<file path="src/rtl/fetch_stage_ctrl.sv">
// Instruction-fetch controller: owns the PC and the IF/ID register, and fetches
// from a variable-latency instruction memory over a req/ready handshake.
module fetch_stage_ctrl #(
  parameter logic [31:0] RESET_PC  = 32'h0000_0000,
  parameter logic [31:0] NOP_INSTR = 32'h0000_0013
) (
  input  logic        clk_i,
  input  logic        rst_i,
  input  logic        Stall_i,
  input  logic        PCWrite_i,
  input  logic        Flush_i,
  input  logic [31:0] branch_target_i,
  output logic        imem_req_o,
  output logic [31:0] imem_addr_o,
  input  logic        imem_ready_i,
  input  logic [31:0] imem_rdata_i,
  output logic [31:0] pc_o,
  output logic [31:0] ifid_pc_o,
  output logic [31:0] ifid_instr_o,
  output logic        ifid_valid_o
);

  // state   | meaning
  // S_REQ   | request outstanding (or about to be issued right after reset)
  // S_HOLD  | response captured in buf while the pipeline is stalled
  // S_DRAIN | waiting out a fetch that a flush made stale
  typedef enum logic [1:0] {
    S_REQ   = 2'd0,
    S_HOLD  = 2'd1,
    S_DRAIN = 2'd2
  } state_t;

  state_t      state;
  logic [31:0] pc;
  logic [31:0] req_addr;
  logic        req;
  logic [31:0] buf_instr;
  logic        buf_valid;
  logic [31:0] ifid_pc;
  logic [31:0] ifid_instr;
  logic        ifid_valid;

  logic        advance;
  logic [31:0] pc_inc;
  logic [31:0] flush_pc;

  assign advance  = ~Stall_i & PCWrite_i;
  assign pc_inc   = pc + 32'd4;
  assign flush_pc = branch_target_i & 32'hFFFF_FFFC;

  always_ff @(posedge clk_i or negedge rst_i) begin
    if (!rst_i) begin
      state      <= S_REQ;
      pc         <= RESET_PC;
      req_addr   <= RESET_PC;
      req        <= 1'b0;
      buf_instr  <= NOP_INSTR;
      buf_valid  <= 1'b0;
      ifid_pc    <= 32'd0;
      ifid_instr <= NOP_INSTR;
      ifid_valid <= 1'b0;
    end else if (Flush_i) begin
      pc         <= flush_pc;
      buf_valid  <= 1'b0;
      ifid_pc    <= 32'd0;
      ifid_instr <= NOP_INSTR;
      ifid_valid <= 1'b0;
      case (state)
        S_REQ: begin
          // A request still in flight must be drained before redirecting.
          if (req && !imem_ready_i) begin
            state <= S_DRAIN;
          end else begin
            state    <= S_REQ;
            req      <= 1'b1;
            req_addr <= flush_pc;
          end
        end
        S_HOLD: begin
          state    <= S_REQ;
          req      <= 1'b1;
          req_addr <= flush_pc;
        end
        S_DRAIN: begin
          if (imem_ready_i) begin
            state    <= S_REQ;
            req_addr <= flush_pc;
          end
        end
        default: begin
          state    <= S_REQ;
          req      <= 1'b1;
          req_addr <= flush_pc;
        end
      endcase
    end else begin
      case (state)
        S_REQ: begin
          if (!req) begin
            req      <= 1'b1;
            req_addr <= pc;
            if (advance) begin
              ifid_instr <= NOP_INSTR;
              ifid_valid <= 1'b0;
            end
          end else if (imem_ready_i) begin
            if (advance) begin
              ifid_pc    <= req_addr;
              ifid_instr <= imem_rdata_i;
              ifid_valid <= 1'b1;
              pc         <= pc_inc;
              req_addr   <= pc_inc;
            end else begin
              buf_instr <= imem_rdata_i;
              buf_valid <= 1'b1;
              req       <= 1'b0;
              state     <= S_HOLD;
            end
          end else if (advance) begin
            ifid_instr <= NOP_INSTR;
            ifid_valid <= 1'b0;
          end
        end
        S_HOLD: begin
          if (advance) begin
            if (buf_valid) begin
              ifid_pc    <= req_addr;
              ifid_instr <= buf_instr;
              ifid_valid <= 1'b1;
            end else begin
              ifid_instr <= NOP_INSTR;
              ifid_valid <= 1'b0;
            end
            buf_valid <= 1'b0;
            pc        <= pc_inc;
            req_addr  <= pc_inc;
            req       <= 1'b1;
            state     <= S_REQ;
          end
        end
        S_DRAIN: begin
          if (advance) begin
            ifid_instr <= NOP_INSTR;
            ifid_valid <= 1'b0;
          end
          if (imem_ready_i) begin
            state    <= S_REQ;
            req_addr <= pc;
          end
        end
        default: begin
          state <= S_REQ;
          req   <= 1'b0;
        end
      endcase
    end
  end

  assign imem_req_o   = req;
  assign imem_addr_o  = req_addr;
  assign pc_o         = pc;
  assign ifid_pc_o    = ifid_pc;
  assign ifid_instr_o = ifid_instr;
  assign ifid_valid_o = ifid_valid;

endmodule

</file>
<file path="config.mk">
export PLATFORM = sky130hd
export DESIGN_NAME = fetch_stage_ctrl
export DESIGN_NICKNAME = d
export VERILOG_FILES = /design/src/rtl/fetch_stage_ctrl.sv
export SDC_FILE = /design/constraint.sdc
export NUM_CORES = 1
export LEC_CHECK = 0
export CELL_PAD_IN_SITES_DETAIL_PLACEMENT = 0
export CELL_PAD_IN_SITES_GLOBAL_PLACEMENT = 1
export CORE_AREA = 2 2 151 153
export CTS_CLUSTER_SIZE = 24
export DETAILED_ROUTE_END_ITERATION = 16
export DIE_AREA = 0 0 153 155
export GPL_TIMING_DRIVEN = 1
export PLACE_DENSITY = 0.91
export SLEW_MARGIN = 30
export SYNTH_ARGS = -nofsm -noshare
export SYNTH_HDL_FRONTEND = slang
export SYNTH_SLANG_ARGS = --single-unit
export TNS_END_PERCENT = 100
</file>
<file path="constraint.sdc">
create_clock -name clk_i -period 5 [get_ports clk_i]
set_input_delay 1 -clock clk_i [delete_from_list [all_inputs] [get_ports clk_i]]
set_output_delay 1 -clock clk_i [all_outputs]
set_load 0.02 [all_outputs]
</file>
==> results of run 1 <==
-- sequential cells by signal, indices dropped and copies added, names as in the netlist --
name	flops
ifid_instr_o	32
buf_instr	32
imem_req_o	1
ifid_valid_o	1
state	2
imem_addr_o	32
pc_o	30
ifid_pc_o	32
buf_valid	1
-- power by group through the flow --
stage	Sequential [uW]	Combinational, uW	Clock (uW)
5_1_grt	2180	3150	1520
4_1_cts	2120	2920	1460
2_1_floorplan	2330	1520	0
3_5_place_dp	2140	2920	0
3_3_place_gp	2130	2830	0
6_report	2120	2920	1440
-- final cells by class --
cell class / count / area (um^2) / share of cell area [%]
clock buffers: 17 / 425 / 3.58
flip-flops and latches: 163 / 4090 / 34.4
repair buffers: 218 / 2160 / 18.2
multi-input cells: 712 / 4570 / 38.5
diodes: 2 / 5.00 / 0.0422
clock inverters: 15 / 220 / 1.85
inverters: 11 / 41.3 / 0.348
well taps: 285 / 357 / 3.00
-- cells in the final DEF (no fill, tap or decap), drive strengths merged, types with 16 or more instances in the layout --
master	netlist	routed
o41ai	28	28
a2111oi	28	28
xnor2	24	24
nor3	19	19
inv	11	16
mux2	34	34
nand2	167	167
o21ai	63	63
buf	26	25
clkbuf	65	17
xor2	23	23
nand4	50	50
dfrtp	157	157
a21oi	45	45
nor2	59	59
a22o	34	34
clkdlybuf4s50	0	193
-- worst paths after layout --
check / cells after the start / slack (ns) / to / startpoint
max reg2reg: 9 / 1.87 / imem_addr_o[17] / state[1]
max in group asynchronous: 2 / 3.48 / ifid_instr_o[25] / rst_i
min reg2reg: 2 / 0.47 / ifid_pc_o[0] / ifid_pc_o[0]
min in group asynchronous: 1 / 0.54 / ifid_pc_o[0] / rst_i
max: 9 / 1.87 / imem_addr_o[17] / state[1]
min: 2 / 0.47 / ifid_pc_o[0] / ifid_pc_o[0]
-- through the flow --
stage | setup WS [ns] | std cells | util [%] | instance area, um^2 | power [uW]
after floorplan | 2.35 | 979 | - | 9130 | 3840
after global placement | 1.53 | 1387 | 50.3 | 11200 | 4960
after detailed placement | 1.45 | 1389 | 50.5 | 11200 | 5060
after CTS | 1.86 | 1421 | 53.4 | 11900 | 6510
after global routing | 1.65 | 1421 | 53.4 | 11900 | 6850
final | 1.87 | 1423 | 53.4 | 11900 | 6490
-- routing by layer --
metal / track usage, % / up-vias
li1: - / 3892
met1: 31.4 / 4188
met2: 37.2 / 325
met3: 6.80 / 38
met4: 6.79 / 2
met5: 0 / -
-- tightest hold or removal path: cells and delay by family, from the launching register on --
| family | cells | cell delay, ns |
|---|---|---|
| AND/OR/NAND/NOR | 2 | 0.09 |
| flip-flops | 1 | 0.34 |
-- kinds of logic after synthesis --
group | after synthesis | synth area share, %
adder cells (fa/ha/maj) | 4 | 0.549
flip-flops | 163 | 44.8
AND/OR/NAND/NOR | 352 | 18.8
multiplexers | 36 | 4.42
buffers and inverters | 104 | 5.80
AO/OA/AOI/OAI | 271 | 21.1
other | 1 | 0.0411
XOR/XNOR | 47 | 4.51
==> results.yml, run 1 <==
run_status:
  outcome: "finished, final reports clean"
routing:
  ant_nets: 0
  drtIter0Drc: 611
  route.detailed.drc: 0
  met1Wirelength_um: 12200
  vias: 8445
  firstDrtPassIters: 5
  routed.top_layer: "met5"
  wl_met3_um: 2200
  drt-total-wl_um: 28300
  wl_met2_um: 13400
  wire_per_inst_um: 19.9
  via_per_inst: 5.93
setup_path:
  crit_path_max_incr_delay_ns: 0.67
  start_kind: "register"
  critPathTopFamily: "multiplexers"
  critPathBufInv: 3
  crit_top_cell: "buf_4"
  crit_type: "register to register"
  crit_path_max_fanout: 33
  critical-path-slowest-cell: "mux2i_1"
  worst_ep_arrival_time_ns: 3.45
  cp-end-kind: "register"
  cp_cell_sequence: "inv_1 > ha_1 > buf_4 > mux2i_1 > nor3_2 > buf_4 > nand2_1 > o21ai_0 > a211o_1"
  required_ns: 5.32
logic_synthesis:
  seq_area_frac_synth_pct: 44.8
  synth.avg_cell_area_um2: 9.33
  synth-async-reset-ratio_pct: 100
  synth_top_cell_by_area: "dfrtp_1"
  synth_edf_count: 0
  synth.top_cell.area_share_pct: 43.1
  synth_cell_types: 69
  synth-seq-cells: 163
  synth.top_cells.by_count: "167 x nand2_1, 157 x dfrtp_1, 59 x nor2_1"
  synthFlopType: "dfrtp_1"
  yosysMostFrequentCell: "nand2_1"
  netlist_instances: 978
  yosys_warnings: 0
  synth.cell_area_um2: 9120
  synthTopCellsByArea: "dfrtp_1 43%, nand2_1 6.9%, mux2_2 4.2%"
global_routing:
  grt_pass1_vias: 8051
  grt_use_total_pct: 23.4
  grt_pass1_wl_um: 44700
  grt_overflow: 0
  grt_max_degree: 106
  antenna_found_initial: 3
sta:
  max_freq_mhz: 319
  hold_violations: 0
  finalSetupTns_ns: 0
  maxSlewViolCount: 0
  finalSetupViolations: 0
  rsz0062_at_grt: "false"
  fin_skew_ns: 0.0149
  worst_pin_slew_ns: 1.01
  max_slew_margin_pct: 32.4
  final.min_clock_period_ns: 3.13
  hold_slack_ns: 0.467
  fin_crit_sh_pct: 62.6
clock_network:
  cts.sinks: 163
  cts_tree: "done"
  ctsLongestPathBuffers: 2
  hold_buffers: 0
  clk_pin_slew_worst_paths_ns: 0.08
  clk_latency_ns: 0.43
  htree_levels: 4
  cts_root_buffer: "clkbuf_16"
  cts_buffers: 17
  cts_resized: 0
  post_cts_buffers: 0
cells_and_area:
  final_nets: 1197
  n_fill_cell: 2017
  syn2layout_area_growth_pct: 30.2
  drive_gt1_share_pct: 10.8
place:
  io_buffers: 195
  gp_congestion: 0.837
  dp.final_hpwl_um: 18600
power_and_ir_drop:
  power_density_nw_per_um2: 547
  combPwrFrac_pct: 45.1
  p_clk_share_pct: 22.2
  p_leak_uw: 0.00473
  power_switching_uw: 2660
  p_int_uw: 3830
  ir_drop_uv: 263
  p_sw_share_pct: 41.1
  pwr-share-seq_pct: 32.7
run:
  cap_violations: 0
die:
  row_count: 55
  chipHeight_um: 155
  io_pins: 200
  start_util_pct: 41.0
  die_width_um: 153
  die_area_um2: 23700
  core_area_um2: 22200
hold_path:
  hp-class: "register to register"
No activity file was read; power rests on OpenSTA's default activity.
==> run 2, diff against run 1 <==
Settings changed: CORE_AREA 2 2 151 153 to 2 2 165 167, DIE_AREA 0 0 153 155 to 0 0 167 169, PLACE_DENSITY 0.91 to 0.82.
Clock period 5 ns to 2.8 ns, I/O delays scaled along.
==> results.yml, run 2 (synthesized netlist as in run 1, its figures left out) <==
run_status:
  outcome: "finished, final reports clean"
global_routing:
  grt_pass1_vias: 8541
  grt_overflow: 0
  grt_max_degree: 74
  antenna_found_initial: 2
  grt_use_total_pct: 21.1
  grt_pass1_wl_um: 47700
cells_and_area:
  n_fill_cell: 2558
  final_nets: 1225
  fin_area_um2: 12200
  final_cell_mix: "193 x clkdlybuf4s50_1, 167 x nand2_1, 157 x dfrtp_1, 59 x nor2_1, 57 x o21ai_0"
  drive_gt1_share_pct: 12.8
  final_common_cell: "clkdlybuf4s50_1"
  syn2layout_area_growth_pct: 33.7
  final_cells: 1507
  multiInputGateArea_um2: 4570
  ff_latch_area_um2: 4090
sta:
  worst_pin_slew_ns: 0.745
  max_slew_margin_pct: 50.3
  max_freq_mhz: 387
  maxSlewViolCount: 0
  final.min_clock_period_ns: 2.58
  fin_skew_ns: 0.0116
  finalSetupTns_ns: 0
  fin_crit_sh_pct: 92.3
  hold_violations: 0
  finalSetupViolations: 0
  rsz0062_at_grt: "false"
run:
  cap_violations: 0
clock_network:
  cts_tree: "done"
  hold_buffers: 0
  cts.sinks: 163
  clk_latency_ns: 0.44
  clk_pin_slew_worst_paths_ns: 0.07
  ctsLongestPathBuffers: 2
  cts_resized: 0
  cts_buffers: 17
  cts_root_buffer: "clkbuf_16"
  post_cts_buffers: 0
  htree_levels: 4
power_and_ir_drop:
  ir_drop_uv: 485
  pwr-share-seq_pct: 31.9
  p_sw_share_pct: 40.5
  power_density_nw_per_um2: 967
  p_int_uw: 7020
  p_clk_share_pct: 21.7
  combPwrFrac_pct: 46.4
  power_switching_uw: 4780
  p_leak_uw: 0.00489
die:
  row_count: 60
  die_width_um: 167
  io_pins: 200
  start_util_pct: 34.4
  core_area_um2: 26500
  die_area_um2: 28200
  chipHeight_um: 169
setup_path:
  cp_cell_sequence: "inv_1 > ha_1 > or4_1 > o21a_1 > buf_4 > nand2_1 > o21ai_0 > a211o_1"
  crit_path_max_fanout: 13
  worst_ep_arrival_time_ns: 2.90
  required_ns: 3.11
  critical-path-slowest-cell: "or4_1"
  start_kind: "register"
  r2r_slack_ns: 0.22
  critPathTopFamily: "simple AND/OR/NAND/NOR gates"
  critPathBufInv: 2
  cp-end-kind: "register"
  crit_path_max_incr_delay_ns: 0.55
  crit_type: "register to register"
routing:
  wire_per_inst_um: 19.7
  route.detailed.drc: 0
  via_per_inst: 5.60
  vias: 8441
  drtIter0Drc: 678
  ant_nets: 0
  drt-total-wl_um: 29800
  firstDrtPassIters: 5
place:
  dp.final_hpwl_um: 20200
  io_buffers: 195
  dp.cells: 1473
  gp_congestion: 0.829
  placed_area_um2: 11600
hold_path:
  hp-class: "input pin to asynchronous set/reset pin"
-- run 2: metal layers --
metal	track usage (%)	wire length [um]	vias to the layer above
li1	-	-	3952
met1	26.3	12400	4185
met2	35.8	14600	264
met3	5.05	2060	40
met4	7.35	682	0
met5	0	0	-
-- run 2: power by group through the flow --
stage	clock, uW	sequential, uW	combinational (uW)
3_5_place_dp	0	3800	5480
5_1_grt	2690	3860	5920
2_1_floorplan	0	4160	2710
3_3_place_gp	0	3780	5360
4_1_cts	2600	3760	5500
6_report	2560	3760	5480
-- run 2: worst paths after layout --
kind	from	endpoint	depth (start not counted)
worst max-delay path	state[0]	imem_addr_o[17]	8
worst min-delay path	rst_i	ifid_pc_o[18]	1
worst max register to register	state[0]	imem_addr_o[17]	8
worst min register to register	ifid_pc_o[0]	ifid_pc_o[0]	2
max in group asynchronous	rst_i	ifid_instr_o[1]	2
min in group clk_i	ifid_pc_o[0]	ifid_pc_o[0]	2
-- run 2: layout make-up --
| class | instances | area share (%) |
|---|---|---|
| antenna | 2 | 0.0410 |
| tap | 341 | 3.50 |
| clock inverter | 14 | 1.55 |
| timing repair buffer | 246 | 20.0 |
| sequential | 163 | 33.5 |
| inverter | 11 | 0.338 |
| clock buffer | 18 | 3.60 |
| multi-input combinational | 712 | 37.5 |
-- run 2: through the flow --
| step | total power [uW] | utilization (%) | worst slack [ns] | hold slack (ns) |
|---|---|---|---|---|
| 4_1_cts | 11900 | 46.0 | 0.217 | 0.0881 |
| 6_report | 11800 | 46.0 | 0.215 | 0.0815 |
| 2_1_floorplan | 6870 | - | 0.595 | 0.264 |
| 5_1_grt | 12500 | 46.0 | 0.0606 | 0.113 |
| 3_3_place_gp | 9140 | 43.5 | 0.153 | 0.452 |
| 3_5_place_dp | 9270 | 43.6 | 0.127 | 0.459 |
==> run 3, diff against run 2 <==
Settings changed: CORE_AREA 2 2 165 167 to 2 2 156 158, DIE_AREA 0 0 167 169 to 0 0 158 160, PLACE_DENSITY 0.82 to 0.87, REMOVE_ABC_BUFFERS set to 1.
Clock period 2.8 ns to 2.7 ns, I/O delays scaled along.
==> results.yml, run 3 (synthesized netlist as in run 1, its figures left out) <==
run_status:
  outcome: "finished, final reports clean"
global_routing:
  antenna_found_initial: 1
  grt_pass1_wl_um: 46000
  grt_max_degree: 65
  grt_pass1_vias: 8424
  grt_overflow: 0
  grt_use_total_pct: 22.9
place:
  gp_congestion: 0.861
  dp.final_hpwl_um: 19400
  place_ws_ns: 0.0358
  dp.cells: 1458
  io_buffers: 195
die:
  io_pins: 200
  start_util_pct: 38.3
  die_area_um2: 25300
  row_count: 57
  chipHeight_um: 160
  core_area_um2: 23800
  die_width_um: 158
sta:
  finalSetupViolations: 0
  max_freq_mhz: 411
  rsz0062_at_grt: "false"
  fin_skew_ns: 0.0114
  worst_pin_slew_ns: 0.942
  maxSlewViolCount: 0
  fin_crit_sh_pct: 90.0
  max_slew_margin_pct: 37.2
  finalSetupTns_ns: 0
  hold_violations: 0
  final.min_clock_period_ns: 2.43
  finalWorstSetupSlack_ns: 0.270
routing:
  drt-total-wl_um: 29200
  wire_per_inst_um: 19.6
  ant_nets: 0
  via_per_inst: 5.73
  route.detailed.drc: 0
  vias: 8547
  firstDrtPassIters: 5
  drtIter0Drc: 615
hold_path:
  hp-class: "input pin to asynchronous set/reset pin"
clock_network:
  clk_pin_slew_worst_paths_ns: 0.07
  cts_resized: 0
  htree_levels: 4
  post_cts_buffers: 0
  cts.sinks: 163
  cts_buffers: 17
  clk_latency_ns: 0.43
  ctsLongestPathBuffers: 2
  hold_buffers: 0
  cts_root_buffer: "clkbuf_16"
  cts_tree: "done"
cells_and_area:
  final_cell_mix: "193 x clkdlybuf4s50_1, 167 x nand2_1, 157 x dfrtp_1, 59 x nor2_1, 57 x o21ai_0"
  n_fill_cell: 2285
  final_cells: 1492
  syn2layout_area_growth_pct: 33.3
  drive_gt1_share_pct: 12.9
  multiInputGateArea_um2: 4570
  final_nets: 1228
  final_common_cell: "clkdlybuf4s50_1"
  ff_latch_area_um2: 4090
run:
  cap_violations: 0
setup_path:
  critical-path-slowest-cell: "nor3_1"
  r2r_slack_ns: 0.27
  rr_endpoint: "imem_addr_o[20]"
  cp_cell_sequence: "inv_1 > ha_1 > nor2b_1 > nor3_1 > nand2_1 > o211a_1 > o21ai_0"
  crit_path_max_incr_delay_ns: 0.71
  crit_type: "register to register"
  start_kind: "register"
  worst_ep_arrival_time_ns: 2.78
  endpoint: "imem_addr_o[20]"
  crit_start: "state[0]"
  required_ns: 3.05
  crit_path_max_fanout: 6
  reg2reg_depth: 7
  r2r_start: "state[0]"
  cp-end-kind: "register"
power_and_ir_drop:
  p_leak_uw: 0.00488
  report.power.total_uw: 12100
  power_density_nw_per_um2: 996
  ir_drop_uv: 587
run 3: cell types whose count changed in the layout (fill, tap and decap cells not counted):
cell | previous run | this run
nor3_1 | 14 | 15
inv_8 | 1 | 2
clkbuf_1 | 0 | 1
buf_4 | 44 | 47
nor3_2 | 4 | 3
clkbuf_8 | 1 | 0
clkinv_4 | 4 | 5
inv_6 | 6 | 4
bufinv_16 | 3 | 2
clkinvlp_4 | 0 | 1
diode_2 | 2 | 1
run 3: through the flow:
stage,util [%],area (um^2),hold slack (ns)
final,51.1,12200,0.101
after detailed placement,48.4,11500,0.454
after CTS,50.9,12100,0.119
after global routing,51.1,12200,0.151
after global placement,48.4,11500,0.451
after floorplan,-,8640,0.244
run 3: where the power goes:
part	internal, uW	switching, uW
sequential	3230	649
clock	1400	1130
combinational	2530	3170
run 3: worst max-delay path: cells and delay by family (launching register included):
| kind | cells | cell delay [ns] |
|---|---|---|
| and+or+nand+nor | 3 | 1.22 |
| adders and majority gates | 1 | 0.36 |
| DFF | 1 | 0.35 |
| AOI/OAI and AO/OA | 2 | 0.35 |
| buffers and inverters | 1 | 0.08 |
run 3: worst min-delay path by stage:
| stage | start | endpoint | slack (ns) | depth (start not counted) |
|---|---|---|---|---|
| finish | rst_i | ifid_pc_o[29] | 0.10 | 1 |
| global route | rst_i | ifid_pc_o[29] | 0.15 | 1 |
| CTS | rst_i | imem_addr_o[3] | 0.12 | 1 |
| detailed placement | ifid_pc_o[31] | ifid_pc_o[31] | 0.45 | 2 |
| global placement | ifid_pc_o[31] | ifid_pc_o[31] | 0.45 | 2 |
| floorplan | rst_i | buf_instr[10] | 0.24 | 0 |
run 3: area by class of cell:
cell class,instances,share of cell area [%]
antenna,1,0.0206
clock inverter,14,1.39
tap,324,3.33
inverter,11,0.339
sequential,163,33.6
multi-input combinational,712,37.5
clock buffer,18,3.53
timing repair buffer,249,20.3
run 3: layer usage:
layer | share of wire, % | vias up | track usage (%)
li1 | - | 3961 | -
met1 | 43 | 4235 | 30.0
met2 | 47 | 311 | 37.0
met3 | 8.4 | 40 | 6.65
met4 | 1.7 | 0 | 6.22
met5 | 0 | - | 0
